[config.mk]
export PLATFORM = sky130hd
export DESIGN_NAME = r_format_multicycle_cpu
export DESIGN_NICKNAME = d
export VERILOG_FILES = /design/src/rtl/r_format_multicycle_cpu.sv
export SDC_FILE = /design/constraint.sdc
export NUM_CORES = 2
export LEC_CHECK = 0
export CORE_AREA = 2 2 389 391
export CTS_CLUSTER_DIAMETER = 200
export DETAILED_ROUTE_END_ITERATION = 12
export DIE_AREA = 0 0 391 393
export GPL_ROUTABILITY_DRIVEN = 0
export GPL_TIMING_DRIVEN = 0
export PLACE_DENSITY_LB_ADDON = 0.15
export SETUP_SLACK_MARGIN = 0.05
export SYNTH_ARGS = -nofsm -noshare
export SYNTH_HDL_FRONTEND = slang
export SYNTH_SLANG_ARGS = --single-unit
[constraint.sdc]
create_clock -name clk -period 48.9 [get_ports clk]
set_input_delay 9.78 -clock clk [delete_from_list [all_inputs] [get_ports clk]]
set_output_delay 9.78 -clock clk [all_outputs]
set_load 0.01 [all_outputs]
[src/rtl/r_format_multicycle_cpu.sv]
// Multi-cycle MIPS R-format CPU: FETCH/DECODE/EXEC/WB over a req/ack instruction port.
// Optional R_CPU_SHIFT_EN enables sll/srl; without it those functs retire as NOPs.
module r_format_multicycle_cpu #(
    parameter int DATA_W   = 32,
    parameter int NUM_REGS = 32,
    parameter int ADDR_W   = 32
) (
    input  logic              clk,
    input  logic              rst,
    input  logic              start,
    input  logic [ADDR_W-1:0] start_pc,
    output logic              imem_req,
    output logic [ADDR_W-1:0] imem_addr,
    input  logic [31:0]       imem_rdata,
    input  logic              imem_ack,
    output logic [ADDR_W-1:0] pc,
    output logic              busy,
    output logic              halted,
    output logic [15:0]       retired,
    input  logic [4:0]        dbg_raddr,
    output logic [DATA_W-1:0] dbg_rdata
);

    localparam int RIDX_W = (NUM_REGS > 1) ? $clog2(NUM_REGS) : 1;
    localparam logic [5:0] NREGS = 6'(NUM_REGS);
    localparam logic [ADDR_W-1:0] PC_STEP = ADDR_W'(3'd4);

    typedef enum logic [2:0] {
        S_IDLE   = 3'd0,
        S_FETCH  = 3'd1,
        S_DECODE = 3'd2,
        S_EXEC   = 3'd3,
        S_WB     = 3'd4,
        S_HALT   = 3'd5
    } state_t;

    state_t            r_state;
    logic [ADDR_W-1:0] r_pc;
    logic [31:0]       r_ir;
    logic [DATA_W-1:0] r_a;
    logic [DATA_W-1:0] r_b;
    logic [DATA_W-1:0] r_alu;
    logic              r_wen;
    logic [15:0]       r_retired;
    logic              r_imem_req;
    logic              r_busy;
    logic              r_halted;
    logic [DATA_W-1:0] r_regs [NUM_REGS];

    logic [5:0]        w_op;
    logic [4:0]        w_rs;
    logic [4:0]        w_rt;
    logic [4:0]        w_rd;
    logic [5:0]        w_funct;
    logic [DATA_W-1:0] w_alu;
    logic              w_wen;
    logic              w_unused;

    assign w_op     = r_ir[31:26];
    assign w_rs     = r_ir[25:21];
    assign w_rt     = r_ir[20:16];
    assign w_rd     = r_ir[15:11];
    assign w_funct  = r_ir[5:0];
    assign w_unused = ^r_ir[10:6];

    // Index 0 and indices beyond the implemented file behave as absent registers.
    function automatic logic idx_ok(input logic [4:0] idx);
        return (idx != 5'd0) && ({1'b0, idx} < NREGS);
    endfunction

    function automatic logic [DATA_W-1:0] reg_read(input logic [4:0] idx);
        return idx_ok(idx) ? r_regs[idx[RIDX_W-1:0]] : {DATA_W{1'b0}};
    endfunction

    assign dbg_rdata = reg_read(dbg_raddr);
    assign imem_req  = r_imem_req;
    assign imem_addr = r_pc;
    assign pc        = r_pc;
    assign busy      = r_busy;
    assign halted    = r_halted;
    assign retired   = r_retired;

`ifdef R_CPU_SHIFT_EN
    localparam int SH_W = (DATA_W > 1) ? $clog2(DATA_W) : 1;
    logic [SH_W-1:0] w_shamt;
    assign w_shamt = r_ir[6 +: SH_W];
`endif

    // ALU result and write-enable decoded from funct; unknown functs do not write.
    always_comb begin
        w_alu = {DATA_W{1'b0}};
        w_wen = 1'b0;
        case (w_funct)
            6'h20: begin w_alu = r_a + r_b;      w_wen = 1'b1; end
            6'h22: begin w_alu = r_a - r_b;      w_wen = 1'b1; end
            6'h24: begin w_alu = r_a & r_b;      w_wen = 1'b1; end
            6'h25: begin w_alu = r_a | r_b;      w_wen = 1'b1; end
            6'h27: begin w_alu = ~(r_a | r_b);   w_wen = 1'b1; end
            6'h2A: begin
                w_alu = {{(DATA_W-1){1'b0}}, ($signed(r_a) < $signed(r_b))};
                w_wen = 1'b1;
            end
`ifdef R_CPU_SHIFT_EN
            6'h00: begin w_alu = r_b << w_shamt; w_wen = 1'b1; end
            6'h02: begin w_alu = r_b >> w_shamt; w_wen = 1'b1; end
`endif
            default: begin
                w_alu = {DATA_W{1'b0}};
                w_wen = 1'b0;
            end
        endcase
    end

    // Control FSM with registered status outputs.
    always_ff @(posedge clk or posedge rst) begin
        if (rst) begin
            r_state    <= S_IDLE;
            r_pc       <= {ADDR_W{1'b0}};
            r_ir       <= 32'd0;
            r_a        <= {DATA_W{1'b0}};
            r_b        <= {DATA_W{1'b0}};
            r_alu      <= {DATA_W{1'b0}};
            r_wen      <= 1'b0;
            r_retired  <= 16'd0;
            r_imem_req <= 1'b0;
            r_busy     <= 1'b0;
            r_halted   <= 1'b0;
        end else begin
            case (r_state)
                S_IDLE, S_HALT: begin
                    if (start) begin
                        r_state    <= S_FETCH;
                        r_pc       <= start_pc;
                        r_imem_req <= 1'b1;
                        r_busy     <= 1'b1;
                        r_halted   <= 1'b0;
                    end
                end
                S_FETCH: begin
                    if (imem_ack) begin
                        r_ir       <= imem_rdata;
                        r_imem_req <= 1'b0;
                        r_state    <= S_DECODE;
                    end
                end
                S_DECODE: begin
                    if (w_op != 6'd0) begin
                        r_state  <= S_HALT;
                        r_busy   <= 1'b0;
                        r_halted <= 1'b1;
                    end else begin
                        r_a     <= reg_read(w_rs);
                        r_b     <= reg_read(w_rt);
                        r_state <= S_EXEC;
                    end
                end
                S_EXEC: begin
                    r_alu   <= w_alu;
                    r_wen   <= w_wen;
                    r_state <= S_WB;
                end
                S_WB: begin
                    r_pc       <= r_pc + PC_STEP;
                    r_retired  <= r_retired + 16'd1;
                    r_imem_req <= 1'b1;
                    r_state    <= S_FETCH;
                end
                default: begin
                    r_state    <= S_IDLE;
                    r_imem_req <= 1'b0;
                    r_busy     <= 1'b0;
                    r_halted   <= 1'b0;
                end
            endcase
        end
    end

    // Register file; the write lands on the edge that leaves WB.
    always_ff @(posedge clk or posedge rst) begin
        if (rst) begin
            for (int i = 0; i < NUM_REGS; i++) begin
                r_regs[i] <= {DATA_W{1'b0}};
            end
        end else if ((r_state == S_WB) && r_wen && idx_ok(w_rd)) begin
            r_regs[w_rd[RIDX_W-1:0]] <= r_alu;
        end
    end

endmodule

### Word level (Yosys, flattened, before mapping)

Index checks and enable logic that the tools add are counted.
Widths: inputs -> output; s select.

| word-level totals | value |
|---|---|
| latch bits | 0 |
| output and inout bits | 115 |
| register bits after elaboration | 1207 |
| memories | 0 |
| input bits | 73 |
| ROM bits | 0 |
| RAM bits | 0 |

| operators by class | value |
|---|---|
| shifts and indexed selects | 0 |
| equality and inequality tests | 14 |
| mux-type cells | 31 |
| bitwise logic cells | 10 |
| reductions and logical operators | 20 |
| divide/modulo/power cells | 0 |
| multiply operators | 0 |
| order comparisons | 6 |
| add/sub/neg operators | 4 |

Operator list:

| operator | count |
|---|---|
| $bwmux 1024 | 1 |
| $bmux 32 s5 | 3 |
| $mux 32 | 11 |
| $pmux 32 s6 | 1 |
| $demux 32 s5 | 1 |
| $pmux 32 s2 | 1 |
| $eq 6x6->1 const B | 6 |
| $add 32x3->32 const B | 1 |
| $add 32x32->32 | 1 |
| $and 32x32->32 | 1 |
| $lt 32x32->1 | 1 |
| $not 32->32 | 1 |
| $or 32x32->32 | 1 |
| $sub 32x32->32 | 1 |
| $ge 6x6->1 const B | 4 |
| $not 5->6 | 4 |
| $reduce_bool 5->1 | 4 |
| $add 16x1->16 const B | 1 |
| $pmux 3 s5 | 1 |
| $mux 3 | 3 |
| $reduce_and 2->1 | 4 |
| $eq 3x2->1 const B | 2 |
| $eq 3x3->1 const B | 2 |
| $lt 6x1->1 const B | 1 |
| 14 further kinds | 28 |

### Longest topological paths before layout

| depth | value |
|---|---|
| depth after elaboration | 6 |
| depth in mapped cells | 13 |
| gate-level depth less buffers | 13 |

### Worst setup path after synthesis

No wires, ideal clock.

| path | value |
|---|---|
| path type | input port to output port |
| start | input dbg_raddr[1] |
| end | output dbg_rdata[28] |
| data required time | 39120 ps |
| setup slack | 27365 ps |
| data arrival time | 11755 ps |
| cell stages on the path | 7 |
| cell sequence | clkbuf_1 > clkbuf_1 > buf_1 > mux4_2 > mux4_2 > mux2i_1 > nor2_1 |

| between the ends | value |
|---|---|
| cells in the longest elaborated chain, start to end | 5 |
| elaborated cells between the ends (all ways) | 6 |
| classes of those cells | mux: 4; bitwise: 1; reduce/logical: 1 |

Ends and longest elaborated chain:

| element | line | text |
|---|---|---|
| from (decl) | 20 | `input logic [4:0] dbg_raddr,` |
| $not 5->6 (implied by the code) | 72 | `return idx_ok(idx) ? r_regs[idx[RIDX_W-1:0]] : {DATA_W{1'b0}};` |
| $bmux 32 s5 | 72 |  |
| $mux 32 (implied by the code) (2 in a row) | 72 |  |
| $mux 32 (*) | 72 |  |
| to (decl) | 21 | `output logic [DATA_W-1:0] dbg_rdata` |

Mark *: on every way between the ends. The rest lies on a longest branch, timed or not. The select of a mux whose other input is x is not followed.

### Worst setup path after layout

| path | value |
|---|---|
| start | input dbg_raddr[1] |
| end | output dbg_rdata[31] |

The elaborated chain is that of the path after synthesis.

==> out/results.ini <==
[timing]
period_needed_ns = 24.11
slew_headroom_pct = -8.30
slew_violations = 164
fin_hold_ws_ns = 0.471
setup_ws_ns = 24.79
rsz0062_at_grt = false
finalClockSkew_ns = 0.0367
fmax_mhz = 41.5
timing.setup.tns_ns = 0
worst_pin_slew_ns = 1.62
hold_violations = 0
fin_crit_sh_pct = 49.3
finalSetupViolations = 0

[clock_tree]
postCtsSetupRepairBufs = 0
clkLatencyLatePin_ns = 0.84
cts_max_level = 4
holdBufCountCts = 0
clock-sinks = 1202
root_buffer = clkbuf_16
cts_resized = 0
cts_buffer_depth = 3
cts_tree = yes
clk_pin_slew_ns = 0.05
cts_buffers = 141

[finish]
seq_area_mm2 = 0.0301
mostFrequentLayoutCell = dfrtp_1
fin_nets = 6010
multi_input_area_mm2 = 0.0414
area_delta_synth_final_pct = 12.4
fillers = 12357
final_util_pct = 56.1
drive_above_1_share_pct = 37.8
final_cell_mix = dfrtp_1, mux2_2, mux4_2

[critical_path]
r2r-end = r_b[1]
critPathKind = in2out
worst_r2r_startpoint = r_ir[17]
crit_required_ns = 39.12
crit_fanout = 10
setup.worst_path.end_class = output port
arrival_ns = 14.33
worstSetupStartpointType = input port
ff2ff_setup_slack_ns = 43.51
rr_worst_depth = 10

[synthesis]
synthesis.nets = 5672
synth_flop_cell = dfrtp_1
avgSynthCellArea_um2 = 13.5
synth_area_leaders = dfrtp_1, mux4_2, mux2_2, mux2i_1, ha_1
ys_seq_area_share_pct = 40.4
synthArstFlopShare_pct = 100
synth_top_cell_area_share_pct = 40.4
synth-edff-count = 0
yosys.area.top_type = dfrtp_1
synth-seq-cells = 1202
yosysUniqueCellTypes = 84
syn-cell-area_mm2 = 0.0744
yosys_warnings = 0
synth_cells = 5493

[worst_hold_path]
min_from = retired[15]
hold_path_end = retired[15]
hold_path_class = reg2reg
hold_depth = 1

[pwr]
ir_worst_vdd_uv = 40.0
power_uw = 3730
p_per_area_mw_per_mm2 = 44.6
power_leakage_uw = 0.0368

[detailed_routing]
first_iter_violations = 8119
viasPerCell = 7.24
wl_um = 303000
firstDrtPassIters = 6
via_count = 57093
ant_nets = 0
wire_per_inst_um = 38.4
drcViolationCount = 0

[global_route]
antenna_found_initial = 18
overflow = 0
grt_pass1_wl_um = 420000
grt_max_degree = 128
grtUsageTotal_pct = 39.5
grt_pass1_vias = 55346

[status]
status = complete, but fails checks
violations = max-capacitance violations, max-slew violations

[placement]
preCtsSetupSlack_ns = 25.07
hpwl_um = 218000
port_buffers = 179

[floorplanning]
fp.dieArea_mm2 = 0.154
coreArea_mm2 = 0.149
initial_core_util_pct = 49.9
dieHeight_um = 393
fp.dieW_um = 391
rows = 142
ioPinCount = 188

[job]
drv_cap = 15

[per-stage QoR]
stage / std cells / cell area (um2)
2_1_floorplan: 5493 / 74400
3_3_place_gp: 7616 / 78600
3_5_place_dp: 7630 / 79000
6_report: 7887 / 83700
4_1_cts: 7876 / 83600
5_1_grt: 7880 / 83600
[layer usage]
layer,track usage (%),part of all wire [%]
met5,0.510,0.046
met4,20.9,6.2
met3,18.5,15
met2,57.4,43
met1,48.8,36
[cells in the mapped netlist (15+ instances only)]
cell / number
xnor2_1: 35
mux2_2: 1082
nand2b_1: 17
buf_4: 32
a211oi_1: 20
buf_2: 91
a22oi_1: 19
mux4_2: 771
o221ai_1: 67
nand4_1: 15
mux2i_1: 273
nand2_1: 144
inv_1: 113
dfrtp_1: 1202
o211ai_1: 22
buf_1: 144
a21oi_1: 232
nor2_1: 158
ha_1: 104
nand3_1: 43
clkbuf_1: 330
o22ai_1: 142
nor3_1: 52
o21ai_0: 144
a31oi_1: 26
[registers in the layout, indices dropped and copies added, names as in the netlist]
register and count:
imem_req 1, r_regs 1024, halted 1, busy 1
imem_addr 32, r_state 3, r_a 32, r_alu 32
r_ir 27, r_wen 1, r_b 32, retired 16
[logic make-up (layout without fill, tap and decap cells)]
group,count (synthesis),count (layout),share of synthesized area [%]
compound gates,798,798,6.81
xor+xnor,43,43,0.506
fa+ha+maj,106,106,1.80
buf+inv,714,1155,3.93
flops,1202,1202,40.4
mux,2126,2126,43.4
other cells,0,9,0
simple gates,504,504,3.16
[worst max-delay path, stage by stage]
cell             delay, ns
clkbuf_1              0.40
clkbuf_1              0.78
clkbuf_1              1.15
mux4_2                0.42
mux4_2                0.36
mux2i_1               0.12
nor2_1                0.61
clkdlybuf4s50_1       0.67
[where the power goes]
group          switching [uW]  leakage (uW)  total, uW  internal [uW]
sequential               47.1        0.0167       1080           1030
combinational            1090        0.0178       1570            480
clock                     461       0.00226       1080            620
total                    1600        0.0368       3730           2130
[worst max path at each step]
stage	cells after the start	startpoint	endpoint
after CTS	8	dbg_raddr[1]	dbg_rdata[17]
final	8	dbg_raddr[1]	dbg_rdata[31]
after global routing	7	dbg_raddr[2]	dbg_rdata[31]
after floorplan	1	rst	busy
after detailed placement	8	dbg_raddr[1]	dbg_rdata[17]
after global placement	2	rst	r_a[7]
[cell type report]
| class | count | share of cell area, % |
|---|---|---|
| Antenna cell | 9 | 0.0269 |
| Timing Repair Buffer | 195 | 2.58 |
| Buffer | 598 | 2.99 |
| Inverter | 116 | 0.529 |
| Tap cell | 1944 | 2.91 |
| Clock inverter | 41 | 0.586 |
| Clock buffer | 205 | 4.90 |
| Sequential cell | 1202 | 36.0 |
| Multi-Input combinational cell | 3577 | 49.5 |
Power figures use the tool's default switching activity.
